## config.mk

```make
export PLATFORM = sky130hd
export DESIGN_NAME = bp_trace_encoder_sync
export DESIGN_NICKNAME = d
export VERILOG_FILES = /design/src/rtl/bp_trace_encoder_sync.sv
export SDC_FILE = /design/constraint.sdc
export NUM_CORES = 1
export LEC_CHECK = 0
export BUFFER_PORTS_ARGS = -buffer_cell sky130_fd_sc_hd__buf_2
export CAP_MARGIN = 20
export CORE_MARGIN = 1
export CORE_UTILIZATION = 48
export CTS_BUF_LIST = sky130_fd_sc_hd__clkbuf_16
export CTS_CLUSTER_DIAMETER = 60
export CTS_CLUSTER_SIZE = 28
export DETAILED_ROUTE_END_ITERATION = 8
export GPL_TIMING_DRIVEN = 0
export PLACE_DENSITY = 0.66
export SLEW_MARGIN = 20
export SYNTH_ARGS = -nofsm -noshare
export SYNTH_HDL_FRONTEND = slang
export SYNTH_SLANG_ARGS = --single-unit
```

## constraint.sdc

```tcl
create_clock -name clk_i -period 6.2 [get_ports clk_i]
set_input_delay 0.93 -clock clk_i [delete_from_list [all_inputs] [get_ports clk_i]]
set_output_delay 0.93 -clock clk_i [all_outputs]
set_load 0.02 [all_outputs]
```

## src/rtl/bp_trace_encoder_sync.sv

```systemverilog
// Successor trace encoder: turns the committed-PC stream into SYNC / COMPRESSED /
// DIRECT_BRANCH / OVERFLOW packets queued in an in-order packet FIFO.
module bp_trace_encoder_sync #(
    parameter int         PC_WIDTH    = 32,
    parameter int         COMP_BITS   = 8,
    parameter int         FIFO_DEPTH  = 4,
    parameter int         SYNC_PERIOD = 16,
    parameter bit         RVC_EN      = 1'b1,
    parameter logic [1:0] SRC_ID      = 2'd0,
    parameter int         DROP_W      = 8
) (
    input  logic                clk_i,
    input  logic                reset_n_i,
    input  logic                trace_en_i,
    input  logic                commit_v_i,
    input  logic [PC_WIDTH-1:0] commit_pc_i,
    output logic [1:0]          trace_src_o,
    output logic [3:0]          trace_mcode_o,
    output logic [PC_WIDTH-1:0] trace_addr_o,
    output logic                trace_v_o,
    input  logic                trace_ready_i,
    output logic [15:0]         drop_total_o
);

    // Nexus message codes shared with the packet sink
    localparam logic [3:0] MCODE_DIRECT_BRANCH = 4'd3;
    localparam logic [3:0] MCODE_OVERFLOW      = 4'd8;
    localparam logic [3:0] MCODE_SYNC          = 4'd9;
    localparam logic [3:0] MCODE_COMPRESSED    = 4'd11;

    localparam int PTR_W = (FIFO_DEPTH > 1) ? $clog2(FIFO_DEPTH) : 1;
    localparam int CNT_W = $clog2(FIFO_DEPTH + 1);
    localparam int PER_W = (SYNC_PERIOD > 0) ? $clog2(SYNC_PERIOD + 1) : 1;
    localparam logic [CNT_W-1:0] DEPTH_C    = CNT_W'(FIFO_DEPTH);
    localparam logic [PTR_W-1:0] LAST_PTR_C = PTR_W'(FIFO_DEPTH - 1);
    localparam logic [PER_W-1:0] PERIOD_C   = PER_W'(SYNC_PERIOD);

    typedef enum logic [1:0] {
        ST_SYNC_PEND = 2'd0,
        ST_RUN       = 2'd1,
        ST_OVF       = 2'd2
    } state_e;

    state_e              state_reg, state_next, state_eff;
    logic [PC_WIDTH-1:0] last_pc_reg;
    logic [DROP_W-1:0]   drop_cnt_reg, drop_cnt_next, drop_cnt_inc;
    logic [15:0]         drop_total_reg, drop_total_next, drop_total_inc;
    logic [PER_W-1:0]    period_cnt_reg, period_cnt_next;
    logic                en_reg;

    logic [PTR_W-1:0]    wr_ptr_reg, wr_ptr_next, rd_ptr_reg, rd_ptr_next;
    logic [CNT_W-1:0]    count_reg, count_next;
    logic [3:0]          mem_mcode [FIFO_DEPTH];
    logic [PC_WIDTH-1:0] mem_addr  [FIFO_DEPTH];
    logic [FIFO_DEPTH-1:0] wr_en;

    logic                accept, sequential, disc, compressible, has_space, rising, deq;
    logic [PC_WIDTH-1:0] delta;
    logic [PC_WIDTH-COMP_BITS:0] delta_hi;
    logic                enq;
    logic [3:0]          enq_mcode;
    logic [PC_WIDTH-1:0] enq_addr;

    assign accept       = commit_v_i && trace_en_i;
    assign delta        = commit_pc_i - last_pc_reg;
    assign sequential   = (delta == '0) || (delta == PC_WIDTH'(4)) ||
                          (RVC_EN && (delta == PC_WIDTH'(2)));
    assign disc         = accept && !sequential;
    assign delta_hi     = delta[PC_WIDTH-1:COMP_BITS-1];
    assign compressible = (&delta_hi) || !(|delta_hi);
    assign has_space    = count_reg < DEPTH_C;
    assign rising       = trace_en_i && !en_reg;

    assign drop_cnt_inc   = (&drop_cnt_reg) ? drop_cnt_reg : drop_cnt_reg + DROP_W'(1);
    assign drop_total_inc = (&drop_total_reg) ? drop_total_reg : drop_total_reg + 16'd1;

    // A re-enable restarts with a SYNC, but an overflow report is never abandoned
    assign state_eff = (rising && state_reg == ST_RUN) ? ST_SYNC_PEND : state_reg;

    always_comb begin
        state_next      = state_eff;
        drop_cnt_next   = drop_cnt_reg;
        drop_total_next = drop_total_reg;
        period_cnt_next = period_cnt_reg;
        enq             = 1'b0;
        enq_mcode       = '0;
        enq_addr        = '0;
        case (state_eff)
            ST_SYNC_PEND: begin
                if (accept && has_space) begin
                    enq             = 1'b1;
                    enq_mcode       = MCODE_SYNC;
                    enq_addr        = commit_pc_i;
                    period_cnt_next = '0;
                    state_next      = ST_RUN;
                end
            end
            ST_RUN: begin
                if (disc) begin
                    if (!has_space) begin
                        drop_cnt_next   = DROP_W'(1);
                        drop_total_next = drop_total_inc;
                        state_next      = ST_OVF;
                    end else if (SYNC_PERIOD != 0 && period_cnt_reg == PERIOD_C) begin
                        enq             = 1'b1;
                        enq_mcode       = MCODE_SYNC;
                        enq_addr        = commit_pc_i;
                        period_cnt_next = '0;
                    end else begin
                        enq             = 1'b1;
                        enq_mcode       = compressible ? MCODE_COMPRESSED : MCODE_DIRECT_BRANCH;
                        enq_addr        = compressible ? delta : commit_pc_i;
                        period_cnt_next = period_cnt_reg + PER_W'(1);
                    end
                end
            end
            ST_OVF: begin
                if (has_space) begin
                    enq           = 1'b1;
                    enq_mcode     = MCODE_OVERFLOW;
                    enq_addr      = PC_WIDTH'(drop_cnt_reg);
                    drop_cnt_next = '0;
                    state_next    = ST_SYNC_PEND;
                end else if (disc) begin
                    drop_cnt_next   = drop_cnt_inc;
                    drop_total_next = drop_total_inc;
                end
            end
            default: state_next = ST_SYNC_PEND;
        endcase
    end

    assign trace_v_o = (count_reg != '0);
    assign deq       = trace_v_o && trace_ready_i;

    always_comb begin
        wr_ptr_next = wr_ptr_reg;
        rd_ptr_next = rd_ptr_reg;
        count_next  = count_reg;
        if (enq) begin
            wr_ptr_next = (wr_ptr_reg == LAST_PTR_C) ? '0 : wr_ptr_reg + PTR_W'(1);
        end
        if (deq) begin
            rd_ptr_next = (rd_ptr_reg == LAST_PTR_C) ? '0 : rd_ptr_reg + PTR_W'(1);
        end
        case ({enq, deq})
            2'b10:   count_next = count_reg + CNT_W'(1);
            2'b01:   count_next = count_reg - CNT_W'(1);
            default: count_next = count_reg;
        endcase
    end

    genvar gi;
    generate
        for (gi = 0; gi < FIFO_DEPTH; gi++) begin : g_wr_en
            assign wr_en[gi] = enq && (wr_ptr_reg == PTR_W'(gi));
        end
    endgenerate

    always_ff @(posedge clk_i) begin
        for (int i = 0; i < FIFO_DEPTH; i++) begin
            if (wr_en[i]) begin
                mem_mcode[i] <= enq_mcode;
                mem_addr[i]  <= enq_addr;
            end
        end
    end

    always_ff @(posedge clk_i) begin
        if (!reset_n_i) begin
            state_reg      <= ST_SYNC_PEND;
            last_pc_reg    <= '0;
            drop_cnt_reg   <= '0;
            drop_total_reg <= '0;
            period_cnt_reg <= '0;
            en_reg         <= 1'b0;
            wr_ptr_reg     <= '0;
            rd_ptr_reg     <= '0;
            count_reg      <= '0;
        end else begin
            state_reg      <= state_next;
            drop_cnt_reg   <= drop_cnt_next;
            drop_total_reg <= drop_total_next;
            period_cnt_reg <= period_cnt_next;
            en_reg         <= trace_en_i;
            wr_ptr_reg     <= wr_ptr_next;
            rd_ptr_reg     <= rd_ptr_next;
            count_reg      <= count_next;
            if (accept) begin
                last_pc_reg <= commit_pc_i;
            end
        end
    end

    // Head is gated so an empty FIFO presents all-zero payload
    assign trace_mcode_o = trace_v_o ? mem_mcode[rd_ptr_reg] : '0;
    assign trace_addr_o  = trace_v_o ? mem_addr[rd_ptr_reg] : '0;
    assign trace_src_o   = SRC_ID;
    assign drop_total_o  = drop_total_reg;

endmodule

```

==> run_results.csv <==
group,metric,value,unit
status,status,"finished clean",
floorplanning,die_h,156,um
place,post-dp-hpwl,20200,um
clocking,ctsHoldBuffers,0,
synthesis,synth.largest_area_cell,"edfxtp_1",
sta,clock_skew,27.9,ps
synthesis,synthArstFlopShare,0,
clocking,cts.sinks,213,
clocking,clock_latency,500,ps
floorplanning,core_area,0.0234,sq mm
synthesis,yosysMostFrequentCell,"edfxtp_1",
worst_setup_path,required,6620,ps
sta,fin_setup_tns,0,ps
worst_setup_path,crit_type,"input port to flop",
grt,grt_overflow_total,0,
finish,regArea,0.00567,sq mm
sta,fin_crit_sh,0.821,
worst_setup_path,crit_end,"count_reg[2]",
worst_setup_path,crit_start,"commit_pc_i[0]",
routing,ant_nets,0,
pwr,p_clk_frac,0.294,
pwr,sw_frac_of_total,0.336,
grt,grt_pass1_wl,42300,um
synthesis,synth_top_area_frac,0.368,
routing,drt_wl_total,27000,um
pwr,power_density,303,mW/mm^2
place,routabilityCongestion,0.891,
worst_setup_path,crit_path_start_kind,"input port",
clocking,clk_path_buf_depth,3,
clocking,cts_root_buffer,"clkbuf_16",
pwr,ir_worst_vdd,0.206,mV
clocking,htreeDepth,1,
sta,max_slew_margin,0.354,
clocking,cts_setup_buffers,0,
routing,wire_per_inst,18.1,um
finish,largest_reg_flops,128,
worst_setup_path,r2r_end,"count_reg[2]",
synthesis,ys_ff_latch,213,
synthesis,ys.flop_type,"edfxtp_1",
sta,rsz0062_at_grt,"no",
grt,grt_max_degree,29,
job,drv_cap,0,
sta,finalHoldViolCount,0,
finish,layout-drive-gt1-share,0.178,
finish,synthToLayoutAreaGrowth,13.5,%
floorplanning,pin_count,92,
worst_setup_path,reg2reg_from,"last_pc_reg[0]",
finish,finalCoreUtilization,0.555,
pwr,pwr-share-comb,0.294,
finish,nFillCells,2123,
worst_setup_path,path_max_fanout,7,
synthesis,yosys-top-cells-area,"edfxtp_1 37%, dfxtp_1 13%, mux4_2 6.9%",
worst_setup_path,rr_worst_depth,19,
worst_setup_path,crit_arrival,5510,ps
pwr,p_int,2610,uW
finish,final_nets,1244,
worst_hold_path,hold_path.class,"flop to flop",
clocking,cts.clk_slew.worst_paths,80,ps
synthesis,syn_area_per_cell,10.9,sq um
synthesis,netlist_area,0.0114,sq mm
pwr,power.leakage,0.00483,uW
synthesis,ys_warn_count,0,
clocking,cts_buffers,17,
sta,worstMarginPinSlew,956,ps
synthesis,synth-edff-count,140,
floorplanning,start_util,0.488,
sta,finalSetupViolCount,0,
routing,via_count,8426,
floorplanning,die_width,156,um
routing,vias_per_cell,5.64,
floorplanning,die-area,0.0244,sq mm
synthesis,yosys-top-cells-count,"140 x edfxtp_1, 135 x nand2_1, 75 x a21oi_1",
place,io_buffers,87,
clocking,cts_tree,"yes",
sta,fmax,196,MHz
synthesis,synthCells,1051,
routing,remaining_drc_errors,0,
pwr,seqPwrFrac,0.412,
synthesis,seq_area_frac_synth,0.496,
clocking,cts_resized,0,
pwr,switching_power,1320,uW
grt,grt.total_usage,0.223,
floorplanning,std_cell_rows,56,
worst_setup_path,crit_path_end_kind,"flop",
finish,multiInputGateArea,0.00534,sq mm
sta,slew_viol_final,0,
routing,first_pass_iters,5,
worst_setup_path,ff2ff_setup_slack,1400,ps
synthesis,synth_cell_types,89,
sta,post-route-min-period,5090,ps
routing,drtIter0Drc,514,
grt,first_global_vias,8081,
grt,grt_antenna_before_repair,1,
-- area by class of cell --
type	instances	share of cell area
sequential	213	0.437
inverter	53	0.0153
antenna	1	0.000193
buffer	51	0.0188
clock inverter	12	0.0136
tap	319	0.0308
clock buffer	17	0.0328
multi-input combinational	736	0.411
timing repair buffer	91	0.0409
-- metal layers --
metal | share of wire | global-route usage
met4 | 0.020 | 0.0546
met3 | 0.047 | 0.0241
met5 | 0 | 0
met2 | 0.47 | 0.373
met1 | 0.47 | 0.310
-- per-stage QoR --
stage	cells	worst slack, ps	area (sq um)	hold WS [ps]	power (uW)
global route	1493	786	13000	470	4130
global placement	1459	298	12300	442	2800
CTS	1492	1120	13000	458	3970
detailed placement	1463	653	12400	447	2820
finish	1493	1110	13000	457	3930
floorplan	1053	1530	11400	436	2470
-- critical path, cell delays in order --
cell and delay, ps:
buf_2 120, inv_1 60, ha_1 220, fa_1 390
nand2b_1 210, a21oi_1 260, o21ai_1 230, o31ai_1 290
xnor2_1 220, nand4_1 180, nor4b_2 440, and4_1 250
buf_4 150, o21ai_1 200, inv_1 110, ha_1 180
inv_1 60, fa_1 370, xor2_1 160, or3_1 310
a21oi_1 130
-- cells by family (layout without fill, tap and decap cells) --
kind of cell | Yosys count | in the layout | synth area share
other | 1 | 4 | 0.000328
adders and majority gates | 44 | 44 | 0.0495
AOI/OAI and AO/OA | 240 | 240 | 0.143
xor gates and xnor gates | 23 | 23 | 0.0176
and+or+nand+nor | 374 | 374 | 0.171
muxes | 52 | 52 | 0.0841
DFF | 213 | 213 | 0.496
buffers and inverters | 104 | 224 | 0.0387
-- worst min path at each step --
stage / start / end / slack, ps / cells after the start
2_1_floorplan: last_pc_reg[10] / last_pc_reg[10] / 440 / 2
3_3_place_gp: last_pc_reg[6] / last_pc_reg[6] / 440 / 2
3_5_place_dp: last_pc_reg[23] / last_pc_reg[23] / 450 / 2
4_1_cts: last_pc_reg[7] / last_pc_reg[7] / 460 / 2
5_1_grt: last_pc_reg[28] / last_pc_reg[28] / 470 / 2
6_report: last_pc_reg[6] / last_pc_reg[6] / 460 / 2
-- power groups by stage --
stage	Sequential (uW)	Clock (uW)	Combinational, uW
floorplan	1640	0	825
global placement	1650	0	1140
detailed placement	1650	0	1170
CTS	1620	1180	1170
global route	1630	1230	1270
finish	1620	1160	1160
-- layout by cell type, fill, tap and decap left out, types with 5 or more instances in the layout --
cell type  count
nand2_1      135
buf_1          7
and4_1         5
xnor2_1       18
clkbuf_16     17
mux2i_1       15
o21a_1        14
buf_2         96
mux4_2        35
nor2_1        48
a21oi_1       75
or3_1         13
o21ai_0       31
and3_1        14
nor3_1        10
and2_1        43
buf_4          5
clkbuf_1      27
nand2b_1      14
ha_1          42
a21oi_2        6
a221o_1        7
o211ai_1      11
edfxtp_1     140
nor2b_1        5
dfxtp_1       73
o21ai_1        8
nand3_1       29
a31oi_1        8
xor2_1         5
nand4_1       18
a21o_1        26
inv_1         52
No activity file was read; power rests on OpenSTA's default activity.
